===== config.mk =====
export PLATFORM = sky130hd
export DESIGN_NAME = rstatus_reader
export DESIGN_NICKNAME = d
export VERILOG_FILES = /design/src/rtl/rstatus_reader.sv
export SDC_FILE = /design/constraint.sdc
export NUM_CORES = 1
export LEC_CHECK = 0
export ABC_AREA = 1
export CORE_UTILIZATION = 39
export CTS_BUF_LIST = sky130_fd_sc_hd__clkbuf_4
export CTS_CLUSTER_DIAMETER = 200
export DETAILED_ROUTE_END_ITERATION = 12
export PLACE_DENSITY = 0.78
export REMOVE_ABC_BUFFERS = 1
export SETUP_SLACK_MARGIN = 0.15
export SLEW_MARGIN = 0
export SYNTH_ARGS = -nofsm -noshare
export SYNTH_HDL_FRONTEND = slang
export SYNTH_SLANG_ARGS = --single-unit

===== constraint.sdc =====
create_clock -name clock -period 1.17 [get_ports clock]
set_clock_uncertainty 0.1 [all_clocks]
set_input_delay 0.1755 -clock clock [delete_from_list [all_inputs] [get_ports clock]]
set_output_delay 0.1755 -clock clock [all_outputs]
set_load 0.01 [all_outputs]

===== src/rtl/rstatus_reader.sv =====
// Consumer end of the rstatus ($r30) path: X->M->W write pipe, commit, bex forwarding,
// cause decode and per-cause overflow counters (counters only with RSTATUS_COUNTERS_EN).
module rstatus_reader #(
    parameter int CNT_W = 8,
    parameter int TGT_W = 27
) (
    input  logic             clock,
    input  logic             reset,
    input  logic             stall,
    input  logic             flush,
    input  logic             ex_status_we,
    input  logic [31:0]      ex_status_value,
    input  logic             ex_is_bex,
    input  logic [TGT_W-1:0] ex_target,
    output logic             bex_taken,
    output logic [31:0]      bex_pc,
    output logic             wb_status_we,
    output logic [31:0]      wb_status_value,
    output logic [31:0]      rstatus,
    output logic [2:0]       cause,
    output logic [CNT_W-1:0] cnt_add,
    output logic [CNT_W-1:0] cnt_addi,
    output logic [CNT_W-1:0] cnt_sub
);

    logic        m_valid_r;
    logic [31:0] m_value_r;
    logic        w_valid_r;
    logic [31:0] w_value_r;
    logic [31:0] rstatus_r;
    logic [2:0]  cause_r;
    logic        commit_s;
    logic [31:0] fwd_value_s;

    function automatic logic [2:0] decode_cause(input logic [31:0] v);
        logic [2:0] c;
        case (v)
            32'd0:   c = 3'd0;
            32'd1:   c = 3'd1;
            32'd2:   c = 3'd2;
            32'd3:   c = 3'd3;
            default: c = 3'd4;
        endcase
        return c;
    endfunction

    assign commit_s = w_valid_r & ~stall;

    // X -> M -> W write pipe; a flush kills both the X write and the entry leaving M
    always_ff @(posedge clock) begin
        if (reset) begin
            m_valid_r <= 1'b0;
            m_value_r <= 32'd0;
            w_valid_r <= 1'b0;
            w_value_r <= 32'd0;
        end else if (flush) begin
            m_valid_r <= 1'b0;
            w_valid_r <= 1'b0;
        end else if (!stall) begin
            m_valid_r <= ex_status_we;
            m_value_r <= ex_status_value;
            w_valid_r <= m_valid_r;
            w_value_r <= m_value_r;
        end else begin
            m_valid_r <= m_valid_r;
            w_valid_r <= w_valid_r;
        end
    end

    // Architectural rstatus and its decoded cause, both updated at commit
    always_ff @(posedge clock) begin
        if (reset) begin
            rstatus_r <= 32'd0;
            cause_r   <= 3'd0;
        end else if (commit_s) begin
            rstatus_r <= w_value_r;
            cause_r   <= decode_cause(w_value_r);
        end else begin
            rstatus_r <= rstatus_r;
            cause_r   <= cause_r;
        end
    end

    // bex source: youngest in-flight write first, architectural value last
    always_comb begin
        fwd_value_s = rstatus_r;
        if (m_valid_r) begin
            fwd_value_s = m_value_r;
        end else if (w_valid_r) begin
            fwd_value_s = w_value_r;
        end else begin
            fwd_value_s = rstatus_r;
        end
    end

    assign bex_taken       = ex_is_bex & (fwd_value_s != 32'd0);
    assign bex_pc          = {{(32-TGT_W){1'b0}}, ex_target};
    assign wb_status_we    = w_valid_r;
    assign wb_status_value = w_value_r;
    assign rstatus         = rstatus_r;
    assign cause           = cause_r;

`ifdef RSTATUS_COUNTERS_EN
    logic [CNT_W-1:0] cnt_add_r;
    logic [CNT_W-1:0] cnt_addi_r;
    logic [CNT_W-1:0] cnt_sub_r;

    function automatic logic [CNT_W-1:0] sat_inc(input logic [CNT_W-1:0] v);
        logic [CNT_W-1:0] r;
        if (v == {CNT_W{1'b1}}) begin
            r = v;
        end else begin
            r = v + {{(CNT_W-1){1'b0}}, 1'b1};
        end
        return r;
    endfunction

    // Saturating per-cause counters, stepped once per committed overflow code
    always_ff @(posedge clock) begin
        if (reset) begin
            cnt_add_r  <= {CNT_W{1'b0}};
            cnt_addi_r <= {CNT_W{1'b0}};
            cnt_sub_r  <= {CNT_W{1'b0}};
        end else if (commit_s) begin
            case (w_value_r)
                32'd1:   cnt_add_r  <= sat_inc(cnt_add_r);
                32'd2:   cnt_addi_r <= sat_inc(cnt_addi_r);
                32'd3:   cnt_sub_r  <= sat_inc(cnt_sub_r);
                default: cnt_add_r  <= cnt_add_r;
            endcase
        end else begin
            cnt_add_r  <= cnt_add_r;
            cnt_addi_r <= cnt_addi_r;
            cnt_sub_r  <= cnt_sub_r;
        end
    end

    assign cnt_add  = cnt_add_r;
    assign cnt_addi = cnt_addi_r;
    assign cnt_sub  = cnt_sub_r;
`else
    assign cnt_add  = {CNT_W{1'b0}};
    assign cnt_addi = {CNT_W{1'b0}};
    assign cnt_sub  = {CNT_W{1'b0}};
`endif

endmodule


Word-level counts from Yosys, hierarchy flattened

Index checks and enable logic that the tools add are counted.

Output and inout bits: 125
Word-level logic and storage cells: 20
Register bits: 101
Bits of input ports: 65

Reductions and logical operators: 4
Mux-type cells: 3
Bitwise logic cells: 4
Equality and inequality tests: 3

Operator list:

| operator              | number |
|---|---|
| $eq A32 B2 Y1 const B | 2 |
| $mux W32              | 2 |
| $eq A32 B1 Y1 const B | 1 |
| $logic_not A32 Y1     | 1 |
| $reduce_bool A32 Y1   | 1 |
| $pmux W3 S4           | 1 |
| $and A1 B1 Y1         | 2 |
| $not A1 Y1            | 2 |
| $reduce_and A2 Y1     | 1 |
| $reduce_or A2 Y1      | 1 |

Longest topological paths before layout

Word-level depth: 4
Mapped depth: 9
Depth with buffers taken out: 9

Worst setup path after synthesis

OpenSTA, ideal clock, no wires.

Kind: reg2out
From: register rstatus_r[28] (netlist: rstatus[28])
To: output bex_taken
Required time: 0.895 ns
Path slack: -0.173 ns
Path buffers: 0
Stages on the path, launching flop included: 8
Data arrival time: 1.068 ns
Cells stage by stage: dfxtp_1 -> or2_2 -> nor3_1 -> nand2_1 -> nand2_1 -> nand2_1 -> nor2_1 -> nor2_1

Longest elaborated chain between the ends: 4

RTL lines:

| what                     | RTL line | RTL |
|---|---|---|
| start: declaration       | 30       | `logic [31:0] rstatus_r;` |
| start signal: assignment | 76       | `rstatus_r <= w_value_r;` |
| start signal: assignment | 79       | `rstatus_r <= rstatus_r;` |
| $mux W32                 | 89       | `end else if (w_valid_r) begin` |
| $mux W32                 | 87       | `if (m_valid_r) begin` |
| $reduce_bool A32 Y1      | 96       | `assign bex_taken = ex_is_bex & (fwd_value_s != 32'd0);` |
| $and A1 B1 Y1            | 96       |  |
| end: declaration         | 15       | `output logic bex_taken,` |

No other way between the ends.

Worst setup path in the final report

From: register m_valid_r
To: output bex_taken

Longest elaborated chain between the ends: 3

RTL lines:

| what                     | RTL line | RTL |
|---|---|---|
| start: declaration       | 26       | `logic m_valid_r;` |
| start signal: assignment | 60       | `m_valid_r <= ex_status_we;` |
| start signal: assignment | 65       | `m_valid_r <= m_valid_r;` |
| $mux W32                 | 87       |  |
| $reduce_bool A32 Y1      | 96       |  |
| $and A1 B1 Y1            | 96       |  |

No other way between the ends.

==> load_flow_metrics.sql <==
INSERT INTO impl_metrics (metric_group, metric, value, unit) VALUES
('worst_hold_path', 'holdCritPathClass', 'in2reg', ''),
('synthesis', 'flip_flop_and_latch_count_after_synthesis', '101', ''),
('cts', 'clock_tree.buffer_depth', '2', ''),
('sta', 'setup-violations-final', '104', ''),
('global_route', 'number_of_global_route_vias_before_repair', '4777', ''),
('floorplanning', 'start_util', '40.1', '%'),
('critical_path', 'critPathArrivalTime', '1730', 'ps'),
('detailed_routing', 'met2_length', '8.04', 'mm'),
('layout', 'postLayoutCoreUtil', '68.9', '%'),
('layout', 'multi_input_area', '1990', 'sq um'),
('sta', 'min_tclk_post_route', '2010', 'ps'),
('power_and_ir_drop', 'clockPowerShare', '26.6', '%'),
('cts', 'cts_max_level', '3', ''),
('layout', 'area.growth.synth_to_final', '72.0', '%'),
('critical_path', 'r2r_cells', '11', ''),
('placement', 'post_dp_cell_area', '6070', 'sq um'),
('floorplanning', 'chipHeight', '108', 'um'),
('detailed_routing', 'drt_pass1_iterations', '5', ''),
('critical_path', 'capturing_element_of_the_worst_setup_path', 'bex_taken', ''),
('floorplanning', 'floorplan.die_area', '11600', 'sq um'),
('placement', 'globalplace.congestion', '0.815', ''),
('floorplanning', 'fp.dieW', '108', 'um'),
('global_route', 'grt_first_pass_wirelength', '23.5', 'mm'),
('status', 'violations_in_the_final_reports', 'negative setup slack', ''),
('synthesis', 'synth.avg_cell_area', '7.27', 'sq um'),
('sta', 'fin_tns_setup', '-20580', 'ps'),
('layout', 'final_common_cell', 'sky130_fd_sc_hd__nor2_1', ''),
('status', 'status', 'complete, but fails checks', ''),
('cts', 'tritoncts_sinks', '101', ''),
('power_and_ir_drop', 'cellInternalPower', '5.56', 'mW'),
('placement', 'detailed_place_hpwl', '9.87', 'mm'),
('cts', 'clk_transition_reported_paths', '160', 'ps'),
('layout', 'diodes', '0', ''),
('cts', 'cts_tree', 'yes', ''),
('detailed_routing', 'route.top_layer_used', 'met4', ''),
('critical_path', 'worstSetupPathType', 'reg2out', ''),
('floorplanning', 'std_cell_rows', '38', ''),
('power_and_ir_drop', 'vdd_drop_max', '633', 'uV'),
('synthesis', 'fraction_of_the_yosys_area_taken_by_sequential_cells', '46.6', '%'),
('critical_path', 'worstReg2RegEnd', 'cause[0]', ''),
('critical_path', 'crit_required', '890', 'ps'),
('layout', 'nFillCells', '759', ''),
('detailed_routing', 'vias', '4911', ''),
('power_and_ir_drop', 'totalPowerFinal', '7.72', 'mW'),
('global_route', 'overflow', '0', ''),
('critical_path', 'r2r-start', 'wb_status_value[5]', ''),
('layout', 'num-nets-final', '896', ''),
('synthesis', 'ys_types', '21', ''),
('sta', 'final_max_tran_viols', '0', ''),
('power_and_ir_drop', 'net_switching', '2.16', 'mW'),
('critical_path', 'cp_max_fo', '2', ''),
('global_route', 'groute.usage.overall', '26.5', '%'),
('cts', 'clock_latency', '440', 'ps'),
('sta', 'layout_setup_ws', '-837', 'ps'),
('synthesis', 'synth.yosys.warnings', '0', ''),
('sta', 'rsz0062_at_grt', 'yes', ''),
('detailed_routing', 'routed_via_density', '5.03', ''),
('global_route', 'grt_max_degree', '49', ''),
('placement', 'port-buffer-count', '106', ''),
('critical_path', 'cp-end-kind', 'output pin', ''),
('critical_path', 'timing.reg2reg.setup_slack', '-690', 'ps'),
('layout', 'stdcell_area', '7470', 'sq um'),
('critical_path', 'critPathLaunchType', 'flip-flop', ''),
('cts', 'root_buffer', 'sky130_fd_sc_hd__clkbuf_4', ''),
('detailed_routing', 'drtIter0Drc', '256', ''),
('sta', 'final_hold_viol_count', '0', ''),
('layout', 'post_route_cells_drive_above_1_share', '45.8', '%'),
('power_and_ir_drop', 'comb_power_share', '24.6', '%'),
('synthesis', 'syn-instance-count', '597', ''),
('detailed_routing', 'final_antenna_net_count', '0', ''),
('flow_run', 'max_cap_violation_count', '0', '');
-- registers in the layout (all words and copies together), names as in the netlist --
name / cells
cause: 3
m_valid_r: 1
m_value_r: 32
rstatus: 32
wb_status_value: 32
wb_status_we: 1
-- stage by stage --
step           instances  hold slack, ps  setup slack (ps)
2_1_floorplan        539             145              -627
3_3_place_gp         904             251              -667
3_5_place_dp         904             251              -683
4_1_cts              944             122              -764
5_1_grt              976            29.9              -968
6_report             976            77.2              -837
-- power groups by stage --
stage / registers [mW] / logic (mW) / clock network, mW
floorplan: 3.86 / 0.477 / 0
global placement: 3.78 / 1.40 / 0
finish: 3.77 / 1.90 / 2.06
detailed placement: 3.79 / 1.43 / 0
global route: 3.79 / 2.04 / 2.25
CTS: 3.75 / 1.67 / 2.06
-- layout make-up --
| class | instances | area share, % |
|---|---|---|
| Clock buffer | 10 | 1.01 |
| Clock inverter | 6 | 1.17 |
| Inverter | 7 | 0.419 |
| Multi-Input combinational cell | 431 | 26.7 |
| Sequential cell | 101 | 28.3 |
| Tap cell | 140 | 2.35 |
| Timing Repair Buffer | 281 | 40.1 |
-- Yosys cell counts --
cell type / instances / share of area (%)
sky130_fd_sc_hd__clkbuf_2: 1 / 0.12
sky130_fd_sc_hd__or2_2: 2 / 0.29
sky130_fd_sc_hd__nand3_1: 1 / 0.12
sky130_fd_sc_hd__nor2_1: 243 / 21
sky130_fd_sc_hd__o21ai_1: 5 / 0.58
sky130_fd_sc_hd__dfxtp_1: 101 / 47
sky130_fd_sc_hd__a21oi_1: 5 / 0.58
sky130_fd_sc_hd__buf_6: 6 / 1.6
sky130_fd_sc_hd__a211oi_1: 2 / 0.35
sky130_fd_sc_hd__nand3b_1: 2 / 0.35
sky130_fd_sc_hd__clkbuf_1: 16 / 1.4
sky130_fd_sc_hd__o21ai_0: 95 / 11
sky130_fd_sc_hd__nor3_1: 7 / 0.81
sky130_fd_sc_hd__nand2_1: 32 / 2.8
sky130_fd_sc_hd__nand4_1: 6 / 0.86
sky130_fd_sc_hd__buf_4: 57 / 9.9
sky130_fd_sc_hd__inv_2: 2 / 0.17
sky130_fd_sc_hd__nor2_4: 2 / 0.52
sky130_fd_sc_hd__inv_1: 5 / 0.43
sky130_fd_sc_hd__conb_1: 1 / 0.086
sky130_fd_sc_hd__buf_2: 6 / 0.69
-- per-layer routing --
| layer | GRT usage (%) | vias up |
|---|---|---|
| li1 | - | 2304 |
| met1 | 31.4 | 2335 |
| met2 | 44.8 | 225 |
| met3 | 9.32 | 47 |
| met4 | 7.63 | 0 |
| met5 | 2.86 | - |
-- how the worst min path moves through the flow --
stage	end	from	slack, ps	depth (start not counted)
global route	m_valid_r	reset	30	3
CTS	m_valid_r	flush	120	3
detailed placement	bex_pc[3]	ex_target[3]	250	0
global placement	bex_pc[3]	ex_target[3]	250	0
floorplan	cause[2]	reset	140	1
finish	m_valid_r	reset	80	3
-- logic make-up (layout without fill, tap and decap cells) --
| group | after synthesis | count (layout) | synth area share [%] |
|---|---|---|---|
| buffers and inverters | 93 | 304 | 14.2 |
| other | 1 | 29 | 0.0863 |
| and+or+nand+nor | 295 | 295 | 26.7 |
| AOI/OAI and AO/OA | 107 | 107 | 12.4 |
| DFF | 101 | 101 | 46.6 |
-- worst max-delay path, cell delays in order, from the launching register on --
cell,delay (ps)
sky130_fd_sc_hd__dfxtp_2,360
sky130_fd_sc_hd__inv_1,80
sky130_fd_sc_hd__nor2_1,120
sky130_fd_sc_hd__nand4_1,130
sky130_fd_sc_hd__nand3b_1,190
sky130_fd_sc_hd__o21ai_1,190
sky130_fd_sc_hd__nor2_2,70
sky130_fd_sc_hd__buf_2,140
-- repair_timing --
action / CTS / global route
resized for setup: 556 / 50
gates cloned: 4 / 1
pin swaps: 21 / 16
hold buffers: 0 / 1
setup endpoints to repair: 169 / 126
buffers inserted: 20 / 30
hold endpoints to repair: 0 / 1
(Power assumes the default switching activity.)
